**src/rtl/blinky_pkg.sv**
```systemverilog
// rtl/blinky_pkg.sv - mode encoding and width constants shared by blinky_array and its channels
package blinky_pkg;

   typedef enum logic [1:0] {
      MODE_OFF     = 2'd0,
      MODE_ON      = 2'd1,
      MODE_BLINK   = 2'd2,
      MODE_BREATHE = 2'd3
   } mode_t;

   localparam int CH_IDX_BITS       = 4;
   localparam int DEF_PRESCALE_BITS = 20;
   localparam int DEF_PERIOD_BITS   = 8;
   localparam int DEF_PWM_BITS      = 8;

endpackage

```
**src/rtl/blinky_channel.sv**
```systemverilog
// rtl/blinky_channel.sv - one indicator channel: mode, period divider, blink state, breathe level
// BLINKY_ARRAY_BREATHE_EN adds the breathe level/direction registers and the pwmCount input.
module blinky_channel
   import blinky_pkg::*;
#(
   parameter int PERIOD_BITS = DEF_PERIOD_BITS,
`ifdef BLINKY_ARRAY_BREATHE_EN
   parameter int PWM_BITS = DEF_PWM_BITS,
`endif
   parameter logic [PERIOD_BITS-1:0] RESET_PERIOD = 15
) (
   input  logic                   clock,
   input  logic                   resetN,
   input  logic                   tick,
`ifdef BLINKY_ARRAY_BREATHE_EN
   input  logic [PWM_BITS-1:0]    pwmCount,
`endif
   input  logic                   load,
   input  logic [1:0]             loadMode,
   input  logic [PERIOD_BITS-1:0] loadPeriod,
   output logic                   blink
);

   mode_t                  mode;
   logic [PERIOD_BITS-1:0] period;
   logic [PERIOD_BITS-1:0] phase;
   logic                   state;
   logic                   step;
   logic                   breathe_out;
   logic                   blink_next;

   assign step = tick && (phase == period);

   // A load wins over a coincident tick, so a fresh period always starts from phase 0.
   always_ff @(posedge clock or negedge resetN) begin
      if (!resetN) begin
         mode   <= MODE_BLINK;
         period <= RESET_PERIOD;
         phase  <= '0;
         state  <= 1'b0;
      end else if (load) begin
         mode   <= mode_t'(loadMode);
         period <= loadPeriod;
         phase  <= '0;
         state  <= 1'b0;
      end else if (tick) begin
         phase <= step ? '0 : phase + 1'b1;
         if (step) state <= ~state;
      end
   end

`ifdef BLINKY_ARRAY_BREATHE_EN
   logic [PWM_BITS-1:0] level;
   logic [PWM_BITS-1:0] level_next;
   logic                down;

   assign level_next = down ? level - 1'b1 : level + 1'b1;

   // Direction flips on arriving at an end, so the turnaround costs no extra step.
   always_ff @(posedge clock or negedge resetN) begin
      if (!resetN) begin
         level <= '0;
         down  <= 1'b0;
      end else if (load) begin
         level <= '0;
         down  <= 1'b0;
      end else if (step && (mode == MODE_BREATHE)) begin
         level <= level_next;
         down  <= down ? (level_next != '0) : (level_next == '1);
      end
   end

   assign breathe_out = (pwmCount < level);
`else
   assign breathe_out = 1'b0;
`endif

   always_comb begin
      blink_next = 1'b0;
      case (mode)
         MODE_OFF:     blink_next = 1'b0;
         MODE_ON:      blink_next = 1'b1;
         MODE_BLINK:   blink_next = state;
         MODE_BREATHE: blink_next = breathe_out;
         default:      blink_next = 1'b0;
      endcase
   end

   always_ff @(posedge clock or negedge resetN) begin
      if (!resetN) blink <= 1'b0;
      else         blink <= blink_next;
   end

endmodule

```
**src/rtl/blinky_array.sv**
```systemverilog
// rtl/blinky_array.sv - multi-channel indicator driver: prescaler, PWM counter, write decode, channels
// BLINKY_ARRAY_BREATHE_EN enables BREATHE mode; without it mode 3 writes are rejected.
module blinky_array
   import blinky_pkg::*;
#(
   parameter int CHANNELS      = 4,
   parameter int PRESCALE_BITS = DEF_PRESCALE_BITS,
   parameter int PERIOD_BITS   = DEF_PERIOD_BITS,
   parameter int PWM_BITS      = DEF_PWM_BITS,
   parameter logic [PERIOD_BITS-1:0] RESET_PERIOD = 15
) (
   input  logic                   clock,
   input  logic                   resetN,
   input  logic                   cfgWrite,
   input  logic [CH_IDX_BITS-1:0] cfgChannel,
   input  logic [1:0]             cfgMode,
   input  logic [PERIOD_BITS-1:0] cfgPeriod,
   output logic                   cfgError,
   output logic [CHANNELS-1:0]    blink,
   output logic                   tick
);

   localparam logic [CH_IDX_BITS:0] CH_LIMIT = CHANNELS[CH_IDX_BITS:0];

   logic [PRESCALE_BITS-1:0] prescale;
   logic                     channel_ok;
   logic                     mode_ok;
   logic                     accept;
   logic                     reject_q;
   logic [CHANNELS-1:0]      load_vec;

   always_ff @(posedge clock or negedge resetN) begin
      if (!resetN) prescale <= '0;
      else         prescale <= prescale + 1'b1;
   end

   assign tick = &prescale;

`ifdef BLINKY_ARRAY_BREATHE_EN
   logic [PWM_BITS-1:0] pwm_count;

   always_ff @(posedge clock or negedge resetN) begin
      if (!resetN) pwm_count <= '0;
      else         pwm_count <= pwm_count + 1'b1;
   end

   assign mode_ok = 1'b1;
`else
   assign mode_ok = (cfgMode != MODE_BREATHE);
`endif

   assign channel_ok = ({1'b0, cfgChannel} < CH_LIMIT);
   assign accept     = cfgWrite && channel_ok && mode_ok;

   // Error is staged twice so it lines up with the output latency of an accepted write.
   always_ff @(posedge clock or negedge resetN) begin
      if (!resetN) begin
         reject_q <= 1'b0;
         cfgError <= 1'b0;
      end else begin
         reject_q <= cfgWrite && !accept;
         cfgError <= reject_q;
      end
   end

   for (genvar i = 0; i < CHANNELS; i++) begin : g_ch
      assign load_vec[i] = accept && (cfgChannel == CH_IDX_BITS'(i));

      blinky_channel #(
         .PERIOD_BITS  (PERIOD_BITS),
`ifdef BLINKY_ARRAY_BREATHE_EN
         .PWM_BITS     (PWM_BITS),
`endif
         .RESET_PERIOD (RESET_PERIOD)
      ) u_channel (
         .clock      (clock),
         .resetN     (resetN),
         .tick       (tick),
`ifdef BLINKY_ARRAY_BREATHE_EN
         .pwmCount   (pwm_count),
`endif
         .load       (load_vec[i]),
         .loadMode   (cfgMode),
         .loadPeriod (cfgPeriod),
         .blink      (blink[i])
      );
   end

endmodule

```
**config.mk**
```make
export PLATFORM = sky130hd
export DESIGN_NAME = blinky_array
export DESIGN_NICKNAME = d
export VERILOG_FILES = /design/src/rtl/blinky_pkg.sv /design/src/rtl/blinky_channel.sv /design/src/rtl/blinky_array.sv
export SDC_FILE = /design/constraint.sdc
export NUM_CORES = 1
export LEC_CHECK = 0
export CORE_MARGIN = 2
export CORE_UTILIZATION = 68
export CTS_CLUSTER_DIAMETER = 200
export DETAILED_ROUTE_END_ITERATION = 10
export DONT_BUFFER_PORTS = 1
export GPL_TIMING_DRIVEN = 0
export PLACE_DENSITY = 0.81
export SETUP_SLACK_MARGIN = 0.1
export SLEW_MARGIN = 10
export SYNTH_ARGS = -nofsm -noshare
export SYNTH_HDL_FRONTEND = slang
export SYNTH_SLANG_ARGS = --single-unit
```
**constraint.sdc**
```tcl
create_clock -name clock -period 3.5 [get_ports clock]
set_input_delay 0.875 -clock clock [delete_from_list [all_inputs] [get_ports clock]]
set_output_delay 0.875 -clock clock [all_outputs]
set_load 0.1 [all_outputs]
```
==> impl_metrics.env, run 1 <==
export IMPL_status="completed"
export IMPL_synth_cell_types=41
export IMPL_place_ws_ns=0.406
export IMPL_antenna_found_initial=0
export IMPL_numClockSinks=102
export IMPL_worst_pin_slew_ns=0.862
export IMPL_drv_cap=0
export IMPL_die_h_um=90.0
export IMPL_fp_dieArea_sq_um=8110
export IMPL_rsz0062_at_grt="false"
export IMPL_syn_area_sq_um=5030
export IMPL_ys_seq_area_frac=0.512
export IMPL_async_flop_share=1.00
export IMPL_drc_errors=0
export IMPL_finalCritPeriodShare=0.889
export IMPL_cts_root_buf="clkbuf_8"
export IMPL_timing_hold_ws_ns=0.188
export IMPL_endpoint_kind="output port"
export IMPL_syn_inst=490
export IMPL_clk_pin_slew_ns=0.10
export IMPL_syn_num_nets=516
export IMPL_io_pins=23
export IMPL_final_max_slew_viol_count=0
export IMPL_drt_total_wl_um=10500
export IMPL_synth_top_area_frac=0.408
export IMPL_grt_overflow_total=0
export IMPL_insertion_delay_ns=0.37
export IMPL_ys_ff_latch=102
export IMPL_clock_path_buffers=2
export IMPL_initial_core_util=0.698
export IMPL_synth_top_cell_by_area="dfrtp_1"
export IMPL_final_util=0.751
export IMPL_area_growth_pct=7.58
export IMPL_num_antenna_cells=0
export IMPL_grt_max_degree=103
export IMPL_ir_worst_vdd_uv=342
export IMPL_setup_violations_final=0
export IMPL_postPlaceCellArea_sq_um=5160
export IMPL_drive_gt1_frac=0.167
export IMPL_grt_pass1_wl_um=17300
export IMPL_layout_nets=531
export IMPL_start_kind="flop"
export IMPL_cts_buffers_inserted=9
export IMPL_cts_tree="done"
export IMPL_wire_per_inst_um=17.2
export IMPL_design_area_sq_um=5420
export IMPL_route_vias_total=3719
export IMPL_post_dp_hpwl_um=7030
export IMPL_worst_slack_ns=0.389
export IMPL_hold_buffers=0
export IMPL_startpoint="prescale[0]"
export IMPL_r2r_start="prescale[0]"
export IMPL_path_buf_inv=2
export IMPL_synth_ff_type="dfrtp_1"
export IMPL_cpPeakStageDelay_ns=0.40
export IMPL_cp_slowest_cell="dfrtp_1"
export IMPL_grt_usage=0.267
export IMPL_drt_iter0_drc=219
export IMPL_critical_path_required_ns=2.62
export IMPL_synth_edf_count=0
export IMPL_path_max_fanout=10
export IMPL_numPortBuffers=0
export IMPL_die_x_um=90.0
export IMPL_fin_crit_ns=3.11
export IMPL_row_count=31
export IMPL_finalHoldViolCount=0
export IMPL_slew_headroom=0.426
export IMPL_p_per_area_nw_per_um2=562
export IMPL_first_pass_iters=5
export IMPL_syn_area_per_cell_sq_um=10.3
export IMPL_path_cells="ha_1 > nand3_1 > nor4_4 > nand3_2 > clkinvlp_4 > buf_8"
export IMPL_ys_top_cells_by_area="dfrtp_1 (41%), dfstp_2 (10%), xor2_1 (6.3%), nand2_1 (5.8%), a21oi_1 (4.2%)"
export IMPL_tns_ns=0
export IMPL_ant_nets=0
export IMPL_grt_pass1_vias=3651
export IMPL_cts_htree_levels=3
export IMPL_core_area_sq_um=7210
export IMPL_n_fill_cell=529
export IMPL_holdCritPathClass="in -> async"
export IMPL_fmax_ghz=0.321
export IMPL_critPathTopFamily="simple AND/OR/NAND/NOR gates"
export IMPL_vias_per_cell=6.11
export IMPL_yosysWarnings=0
export IMPL_leakagePower_uw=0.00236
export IMPL_critical_path_class="reg -> out"
export IMPL_cp_arrival_ns=2.24
export IMPL_clock_skew_ns=0.00890
export IMPL_gp_congestion=0.841
## placed cells by master, fill, tap and decap left out, types with 5 or more instances in the layout
master | synthesis | final
and3_1 | 19 | 19
mux2_2 | 18 | 18
inv_1 | 8 | 8
clkbuf_8 | 0 | 10
dfrtp_1 | 82 | 82
nor2_1 | 10 | 10
buf_2 | 6 | 5
clkbuf_1 | 9 | 9
xnor2_1 | 14 | 14
nand4b_1 | 15 | 15
xor2_1 | 36 | 36
ha_1 | 9 | 9
nand3_1 | 26 | 26
nand2_1 | 78 | 78
buf_4 | 4 | 8
a21boi_0 | 5 | 5
o21ai_0 | 35 | 35
nand4_1 | 6 | 6
nor4_2 | 6 | 6
or3_1 | 9 | 9
dfstp_2 | 20 | 20
a32oi_1 | 5 | 5
a21oi_1 | 42 | 42
## final timing paths
kind	slack, ns	depth (start not counted)	to
max in group asynchronous	3.10	0	g_ch[0].u_channel.period[1]
worst max-delay path	0.39	6	tick
worst min-delay path	0.19	0	g_ch[1].u_channel.phase[6]
min in group clock	0.35	0	cfgError
worst max register to register	1.06	9	g_ch[0].u_channel.phase[7]
worst min register to register	0.35	0	cfgError
## Yosys cell counts (2+ instances only)
cell,n
a21boi_0,5
nand3_1,26
o21ai_0,35
nand2_2,3
nor4_1,2
a21oi_1,42
dfstp_2,20
nor4_2,6
inv_1,8
xnor2_1,14
dfrtp_1,82
a32oi_1,5
nand4_1,6
and3_1,19
mux2i_1,2
and4_1,3
or3_1,9
nor2_1,10
or2_2,2
nand3b_1,2
buf_2,6
nand2_1,78
xor2_1,36
clkbuf_1,9
mux2_2,18
nand4b_1,15
ha_1,9
o31ai_1,2
buf_4,4
## layout make-up
class                           count  area [sq um]  area share
Clock buffer                       10           138      0.0254
Clock inverter                      6          76.3      0.0141
Inverter                            9          37.5     0.00693
Tap cell                           99           124      0.0229
Sequential cell                   102          2580       0.476
Buffer                             20           115      0.0213
Multi-Input combinational cell    359          2320       0.428
Timing Repair Buffer                4          30.0     0.00554
## routing by layer
metal,part of all wire,track usage,vias to the layer above
met5,0,0,-
met4,0.019,0.0987,0
met3,0.051,0.0612,21
met2,0.50,0.440,120
met1,0.43,0.348,1819
li1,-,-,1759
## logic make-up (layout without fill, tap and decap cells)
| family | after synthesis | in the layout | synth area share |
|---|---|---|---|
| buf+inv | 29 | 49 | 0.0276 |
| xor+xnor | 50 | 50 | 0.0870 |
| flops | 102 | 102 | 0.512 |
| simple gates | 189 | 189 | 0.208 |
| fa+ha+maj | 9 | 9 | 0.0224 |
| compound gates | 91 | 91 | 0.0989 |
| mux | 20 | 20 | 0.0442 |
## power breakdown
| part | internal [uW] | total (uW) | leakage (uW) | switching [uW] |
|---|---|---|---|---|
| Clock | 364 | 793 | 0.000110 | 428 |
| Sequential | 1420 | 1600 | 0.00123 | 177 |
| Combinational | 244 | 654 | 0.00102 | 411 |
## timing repair
item | in CTS | in global routing
setup buffers | 0 | 4
gates cloned | 0 | 0
endpoints found under the setup margin | 1 | 1
gates resized for setup | 1 | 3
pin swaps | 0 | 1
## metrics by stage
| step | total power (uW) | std cells |
|---|---|---|
| global placement | 2220 | 589 |
| detailed placement | 2260 | 589 |
| global route | 3180 | 609 |
| finish | 3040 | 609 |
| CTS | 3050 | 605 |
| floorplan | 2150 | 490 |
## registers in the layout (all words and copies together), names as in the netlist
register,cells
cfgError,1
g_ch.u_channel.blink,4
g_ch.u_channel.mode,8
g_ch.u_channel.period,32
g_ch.u_channel.phase,32
g_ch.u_channel.state,4
prescale,20
reject_q,1
(Power assumes the default switching activity.)
==> run 2, diff against run 1 <==
HOLD_SLACK_MARGIN = 0.03   (was unset)
RECOVER_POWER = 50   (was unset)
==> results of run 2 <==
Same layout as run 1: the final DEF is identical, and so are final timing and power.
